===== src/rtl/unary_binary_mac_lanes.sv =====
// Multi-lane unary-binary MAC: out_i = a_i*b_i + c_i (+ previous out_i when accum).
// Optional macro UB_MAC_EARLY_TERM_EN ends the unary run at max(a) instead of 2^W-1 cycles.
module unary_binary_mac_lanes #(
  parameter int unsigned W     = 4,
  parameter int unsigned LANES = 4,
  parameter int unsigned G     = 2
) (
  input  logic                          clk,
  input  logic                          reset,
  input  logic                          in_valid,
  output logic                          in_ready,
  input  logic                          accum,
  input  logic [LANES*W-1:0]            a,
  input  logic [LANES*W-1:0]            b,
  input  logic [LANES*W-1:0]            c,
  output logic                          out_valid,
  input  logic                          out_ready,
  output logic [LANES*(2*W+G)-1:0]      out
);

  localparam int unsigned OW = 2*W + G;

  typedef enum logic [1:0] {IDLE, RUN, DONE} state_e;

  state_e                    state_q, state_d;
  logic [W-1:0]              cnt_q, cnt_d;
  logic [LANES*W-1:0]        a_q, a_d;
  logic [LANES*W-1:0]        b_q, b_d;
  logic [LANES-1:0][OW-1:0]  acc_q, acc_d;
  logic                      accept_c;
  logic                      last_cnt_c;

  assign accept_c = (state_q == IDLE) && in_valid;

`ifdef UB_MAC_EARLY_TERM_EN
  logic [W-1:0] max_q, max_d;
  logic [W-1:0] max_a_c;

  // Largest unary operand over all lanes of the incoming operand set.
  always_comb begin
    max_a_c = '0;
    for (int i = 0; i < int'(LANES); i++) begin
      if (a[i*W +: W] > max_a_c) max_a_c = a[i*W +: W];
    end
  end

  assign max_d      = accept_c ? max_a_c : max_q;
  assign last_cnt_c = (cnt_q == max_q - W'(1));
`else
  localparam logic [W-1:0] LAST_CNT = W'((1 << W) - 2);
  assign last_cnt_c = (cnt_q == LAST_CNT);
`endif

  // State and datapath registers.
  always_ff @(posedge clk) begin
    if (reset) begin
      state_q <= IDLE;
      cnt_q   <= '0;
      a_q     <= '0;
      b_q     <= '0;
      acc_q   <= '0;
`ifdef UB_MAC_EARLY_TERM_EN
      max_q   <= '0;
`endif
    end else begin
      state_q <= state_d;
      cnt_q   <= cnt_d;
      a_q     <= a_d;
      b_q     <= b_d;
      acc_q   <= acc_d;
`ifdef UB_MAC_EARLY_TERM_EN
      max_q   <= max_d;
`endif
    end
  end

  // Next-state logic.
  always_comb begin
    state_d = state_q;
    unique case (state_q)
      IDLE: begin
        if (in_valid) begin
`ifdef UB_MAC_EARLY_TERM_EN
          state_d = (max_a_c == '0) ? DONE : RUN;
`else
          state_d = RUN;
`endif
        end
      end
      RUN:     if (last_cnt_c) state_d = DONE;
      DONE:    if (out_ready) state_d = IDLE;
      default: state_d = IDLE;
    endcase
  end

  // Operand capture and per-lane unary accumulation.
  always_comb begin
    cnt_d = cnt_q;
    a_d   = a_q;
    b_d   = b_q;
    acc_d = acc_q;
    if (accept_c) begin
      cnt_d = '0;
      a_d   = a;
      b_d   = b;
      for (int i = 0; i < int'(LANES); i++) begin
        acc_d[i] = OW'(c[i*W +: W]) + (accum ? acc_q[i] : OW'(0));
      end
    end else if (state_q == RUN) begin
      cnt_d = cnt_q + W'(1);
      for (int i = 0; i < int'(LANES); i++) begin
        if (cnt_q < a_q[i*W +: W]) acc_d[i] = acc_q[i] + OW'(b_q[i*W +: W]);
      end
    end
  end

  // Outputs come straight from registered state and accumulators.
  always_comb begin
    in_ready  = (state_q == IDLE);
    out_valid = (state_q == DONE);
    out       = acc_q;
  end

endmodule


===== config.mk =====
export PLATFORM = sky130hd
export DESIGN_NAME = unary_binary_mac_lanes
export DESIGN_NICKNAME = d
export VERILOG_FILES = /design/src/rtl/unary_binary_mac_lanes.sv
export SDC_FILE = /design/constraint.sdc
export NUM_CORES = 1
export LEC_CHECK = 0
export ABC_AREA = 1
export BUFFER_PORTS_ARGS = -buffer_cell sky130_fd_sc_hd__buf_4
export CELL_PAD_IN_SITES_DETAIL_PLACEMENT = 1
export CELL_PAD_IN_SITES_GLOBAL_PLACEMENT = 1
export CORE_MARGIN = 2
export CORE_UTILIZATION = 40
export CTS_CLUSTER_SIZE = 16
export DETAILED_ROUTE_END_ITERATION = 7
export GPL_TIMING_DRIVEN = 1
export PLACE_DENSITY = 0.79
export SETUP_SLACK_MARGIN = 0.3
export SYNTH_ARGS = -nofsm -noshare
export SYNTH_HDL_FRONTEND = slang
export SYNTH_SLANG_ARGS = --single-unit

===== constraint.sdc =====
create_clock -name clk -period 2.5 [get_ports clk]
set_input_delay 0.25 -clock clk [delete_from_list [all_inputs] [get_ports clk]]
set_output_delay 0.25 -clock clk [all_outputs]
set_load 0.01 [all_outputs]

==> out/results.env <==
RUN_STATUS='finished clean'
ANT_NETS=0
CRITICAL_PATH_ARRIVAL_NS=2.32
DRC=0
FILLER_CELL_COUNT=2201
MAXIMUM_CLOCK_RATE_GHz=0.490
STARTING_DENSITY_OF_THE_CORE=0.412
ANTENNA_CELLS=0
SWITCHING_SHARE=0.386
DIE-HEIGHT_UM=130
ROUTED-WL-MET3_UM=499
DRV.MAX_CAP_VIOLATION_COUNT=0
MAX-SLEW-MARGIN-REL=0.577
WORST-ENDPOINT-REQUIRED_NS=2.79
TRITONCTS.NUM_BUFFERS=9
YS_TYPES=39
GRT_USE_TOTAL=0.238
SETUP_VIOL=0
SYNTH_FP_NETS=1144
FINALWEIGHTEDCONGESTION=0.811
CORE-AREA_UM2=15300
PERIOD_MINUS_SLACK_NS=2.04
PORTBUFFERS=94
DIE_AREA_UM2=16800
CLKSINKCOUNT=78
FINALMAXSLEWVIOLATIONS=0
TOP_LAYER='met5'
TIMING.CRITICAL_PATH.TO_TYPE='flip-flop'
DETAIL_ROUTE.VIAS_PER_CELL=5.05
MIN-DELAY-PATH-CLASS='primary input to flip-flop'
AREA.SEQUENTIAL_UM2=1560
WL_MET1_UM=9710
DRTPASS1ITERATIONS=4
SYNTH.FF_LATCH_COUNT=78
WORST_SLEW_PIN_SLEW_NS=0.634
CTS.REPORTEDPATHS.CLKPINSLEW_NS=0.06
CRIT_TYPE='flip-flop to flip-flop'
TOTAL_ROUTED_LENGTH_UM=19300
SETUP_TNS_NS=0
POST_LAYOUT_NETS=1221
GRT_OVERFLOW=0
GRT_SETUP_UNREPAIRED='no'
SWITCHINGPOWER_W=0.00172
SYN-INSTANCE-COUNT=1037
DETAILED_PLACE_HPWL_UM=14300
ROUTEDWLPERCELL_UM=14.5
GRT_ANTENNA_BEFORE_REPAIR=1
DR_TOTAL_VIAS=6715
CRITICAL_PATH_PEAK_FANOUT=4
CRITICAL_PATH.STARTPOINT_TYPE='flip-flop'
CLOCK_POWER_SHARE=0.281
FINALCLOCKSKEW_NS=0.00685
SHARE_OF_FINAL_LAYOUT_STANDARD_CELLS_STRONGER_THAN_DRIVE_STRENGTH_1=0.126
PEAKVDDDROP_uV=374
PERIOD_SHARE=0.816
GRT_MAX_DEGREE=64
P_INT_W=0.00273
SYNTH.CELL_AREA_UM2=6310
POWER.DENSITY_CELL_AREA_nW_PER_UM2=600
HOLDBUFCOUNTCTS=0
REPORT.FINAL.HOLD_VIOL_COUNT=0
SYN_AREA_PER_CELL_UM2=6.08
CTS-ROOT-BUF='sky130_fd_sc_hd__clkbuf_16'
SEQUENTIAL_TO_TOTAL_AREA_SHARE_FROM_YOSYS_STAT=0.247
WIDTH_OF_THE_DIE_UM=130
HTREE_LEVELS=3
FINAL_AREA_UM2=7410
CTS_TREE='built'
P_LEAK_nW=3.87
STD_CELL_ROWS=45
YOSYS_WARNINGS=0
POWER_FRAC_COMB=0.356
INSERTION_DELAY_NS=0.34
CTS_BUFFER_DEPTH=2
MULTIINPUTGATEAREA_UM2=4010
DRT_ITER0_DRC=295
DR_WL_MET2_UM=8930
GRT_PASS1_VIAS=6634
DETAILED_PLACE.AREA_UM2=7130
BOUNDARY_PIN_COUNT=95
AREAGROWTHSYNTHTOFINISH_PCT=17.5
SEQUENTIAL_FRACTION_OF_DESIGN_POWER=0.363
WIRE_LENGTH_OF_THE_FIRST_GLOBAL_ROUTING_PASS_UM=32500
[through the flow]
step | instances | setup slack (ns) | util | hold slack [ns] | total power, W
after global placement | 1314 | 0.342 | 0.466 | 0.442 | 0.00318
after floorplan | 1037 | 0.322 | - | 0.326 | 0.00267
after detailed placement | 1314 | 0.216 | 0.466 | 0.446 | 0.00323
final | 1330 | 0.461 | 0.484 | 0.157 | 0.00445
after CTS | 1330 | 0.417 | 0.483 | 0.152 | 0.00448
after global routing | 1330 | 0.310 | 0.484 | 0.178 | 0.00478
[worst max-delay path, stage by stage, from the launching register on]
cell,delay (ns)
sky130_fd_sc_hd__dfxtp_1,0.39
sky130_fd_sc_hd__ha_2,0.24
sky130_fd_sc_hd__inv_1,0.07
sky130_fd_sc_hd__fa_1,0.39
sky130_fd_sc_hd__nand3b_1,0.21
sky130_fd_sc_hd__nand2_2,0.13
sky130_fd_sc_hd__nand2_1,0.09
sky130_fd_sc_hd__nor2_1,0.15
sky130_fd_sc_hd__nand3_1,0.08
sky130_fd_sc_hd__o21ai_1,0.10
sky130_fd_sc_hd__nand3_1,0.07
sky130_fd_sc_hd__nand2_1,0.06
[path summary, 6_finish.rpt]
path	endpoint	depth (start not counted)	start	slack, ns
max	out[16]$_SDFFE_PP0P_	11	out[10]$_SDFFE_PP0P_	0.46
max reg2reg	out[16]$_SDFFE_PP0P_	11	out[10]$_SDFFE_PP0P_	0.46
min reg2reg	a_q[0]$_SDFFE_PP0P_	2	a_q[0]$_SDFFE_PP0P_	0.45
min	b_q[8]$_SDFFE_PP0P_	3	b[8]	0.16
[timing repair]
item                                    CTS  global route
buffers inserted                          0             0
gates resized for setup                   0             6
endpoints found under the setup margin    0             4
[state kept, by name (all words and copies together) (netlist names)]
| signal | cells |
|---|---|
| out | 40 |
| a_q | 16 |
| b_q | 16 |
| cnt_q | 4 |
| state_q | 2 |
[layout make-up]
| cell class | instances | share of cell area |
|---|---|---|
| Sequential cell | 78 | 0.211 |
| Timing Repair Buffer | 102 | 0.105 |
| Inverter | 140 | 0.0719 |
| Multi-Input combinational cell | 783 | 0.540 |
| Clock buffer | 12 | 0.0332 |
| Clock inverter | 4 | 0.00304 |
| Tap cell | 211 | 0.0356 |
[metal layers]
metal,track usage,vias to the layer above
li1,-,3463
met2,0.395,77
met5,0,-
met4,0.0481,2
met3,0.0256,12
met1,0.337,3161
[placed cells by master, fill, tap and decap left out, types with 3 or more instances in the layout]
| cell | n |
|---|---|
| sky130_fd_sc_hd__buf_4 | 101 |
| sky130_fd_sc_hd__fa_1 | 8 |
| sky130_fd_sc_hd__inv_1 | 134 |
| sky130_fd_sc_hd__nand4_1 | 10 |
| sky130_fd_sc_hd__nand2_2 | 6 |
| sky130_fd_sc_hd__nand3b_1 | 6 |
| sky130_fd_sc_hd__clkbuf_16 | 9 |
| sky130_fd_sc_hd__inv_2 | 3 |
| sky130_fd_sc_hd__xnor2_1 | 3 |
| sky130_fd_sc_hd__mux2i_1 | 3 |
| sky130_fd_sc_hd__xor2_1 | 4 |
| sky130_fd_sc_hd__dfxtp_1 | 77 |
| sky130_fd_sc_hd__nor2_1 | 141 |
| sky130_fd_sc_hd__a21oi_1 | 51 |
| sky130_fd_sc_hd__o21ai_0 | 71 |
| sky130_fd_sc_hd__nand2_1 | 283 |
| sky130_fd_sc_hd__clkinv_2 | 3 |
| sky130_fd_sc_hd__o21ai_1 | 10 |
| sky130_fd_sc_hd__nor3_1 | 5 |
| sky130_fd_sc_hd__nand3_1 | 113 |
| sky130_fd_sc_hd__nand2_4 | 3 |
| sky130_fd_sc_hd__ha_1 | 45 |
| sky130_fd_sc_hd__or2_2 | 3 |
| sky130_fd_sc_hd__o22ai_1 | 4 |
[synthesized netlist by cell type, drive strengths merged]
cell | count | share of area
fa | 8 | 0.025
o22ai | 4 | 0.0040
nand4 | 10 | 0.0099
xnor2 | 3 | 0.0042
o21bai | 1 | 0.0012
nand3 | 113 | 0.090
mux2i | 3 | 0.0048
and2 | 1 | 0.00099
a21oi | 51 | 0.040
nor2 | 145 | 0.089
and3 | 2 | 0.0020
nor3 | 5 | 0.0040
dfxtp | 78 | 0.25
inv | 140 | 0.084
a31oi | 1 | 0.00099
ha | 46 | 0.091
o21ai | 82 | 0.066
o2111ai | 1 | 0.0014
or2 | 3 | 0.0030
xor2 | 4 | 0.0056
nand3b | 6 | 0.0071
clkbuf | 12 | 0.0079
buf | 24 | 0.027
nand2 | 293 | 0.18
nor4 | 1 | 0.00099
[power by group through the flow]
| stage | Clock (W) | Combinational [W] | Sequential, W |
|---|---|---|---|
| floorplan | 0 | 0.00107 | 0.00160 |
| global route | 0.00132 | 0.00182 | 0.00164 |
| detailed placement | 0 | 0.00158 | 0.00164 |
| CTS | 0.00127 | 0.00160 | 0.00161 |
| global placement | 0 | 0.00155 | 0.00164 |
| finish | 0.00125 | 0.00158 | 0.00161 |
[logic make-up (layout without fill, tap and decap cells)]
kind of cell | after synthesis | after routing | share of synthesized area
AO/OA/AOI/OAI | 140 | 140 | 0.114
XOR/XNOR | 7 | 7 | 0.00972
adder cells (fa/ha/maj) | 54 | 54 | 0.117
buffers and inverters | 176 | 258 | 0.120
flip-flops | 78 | 78 | 0.247
multiplexers | 3 | 3 | 0.00476
AND/OR/NAND/NOR | 579 | 579 | 0.388
Power figures use the tool's default switching activity.
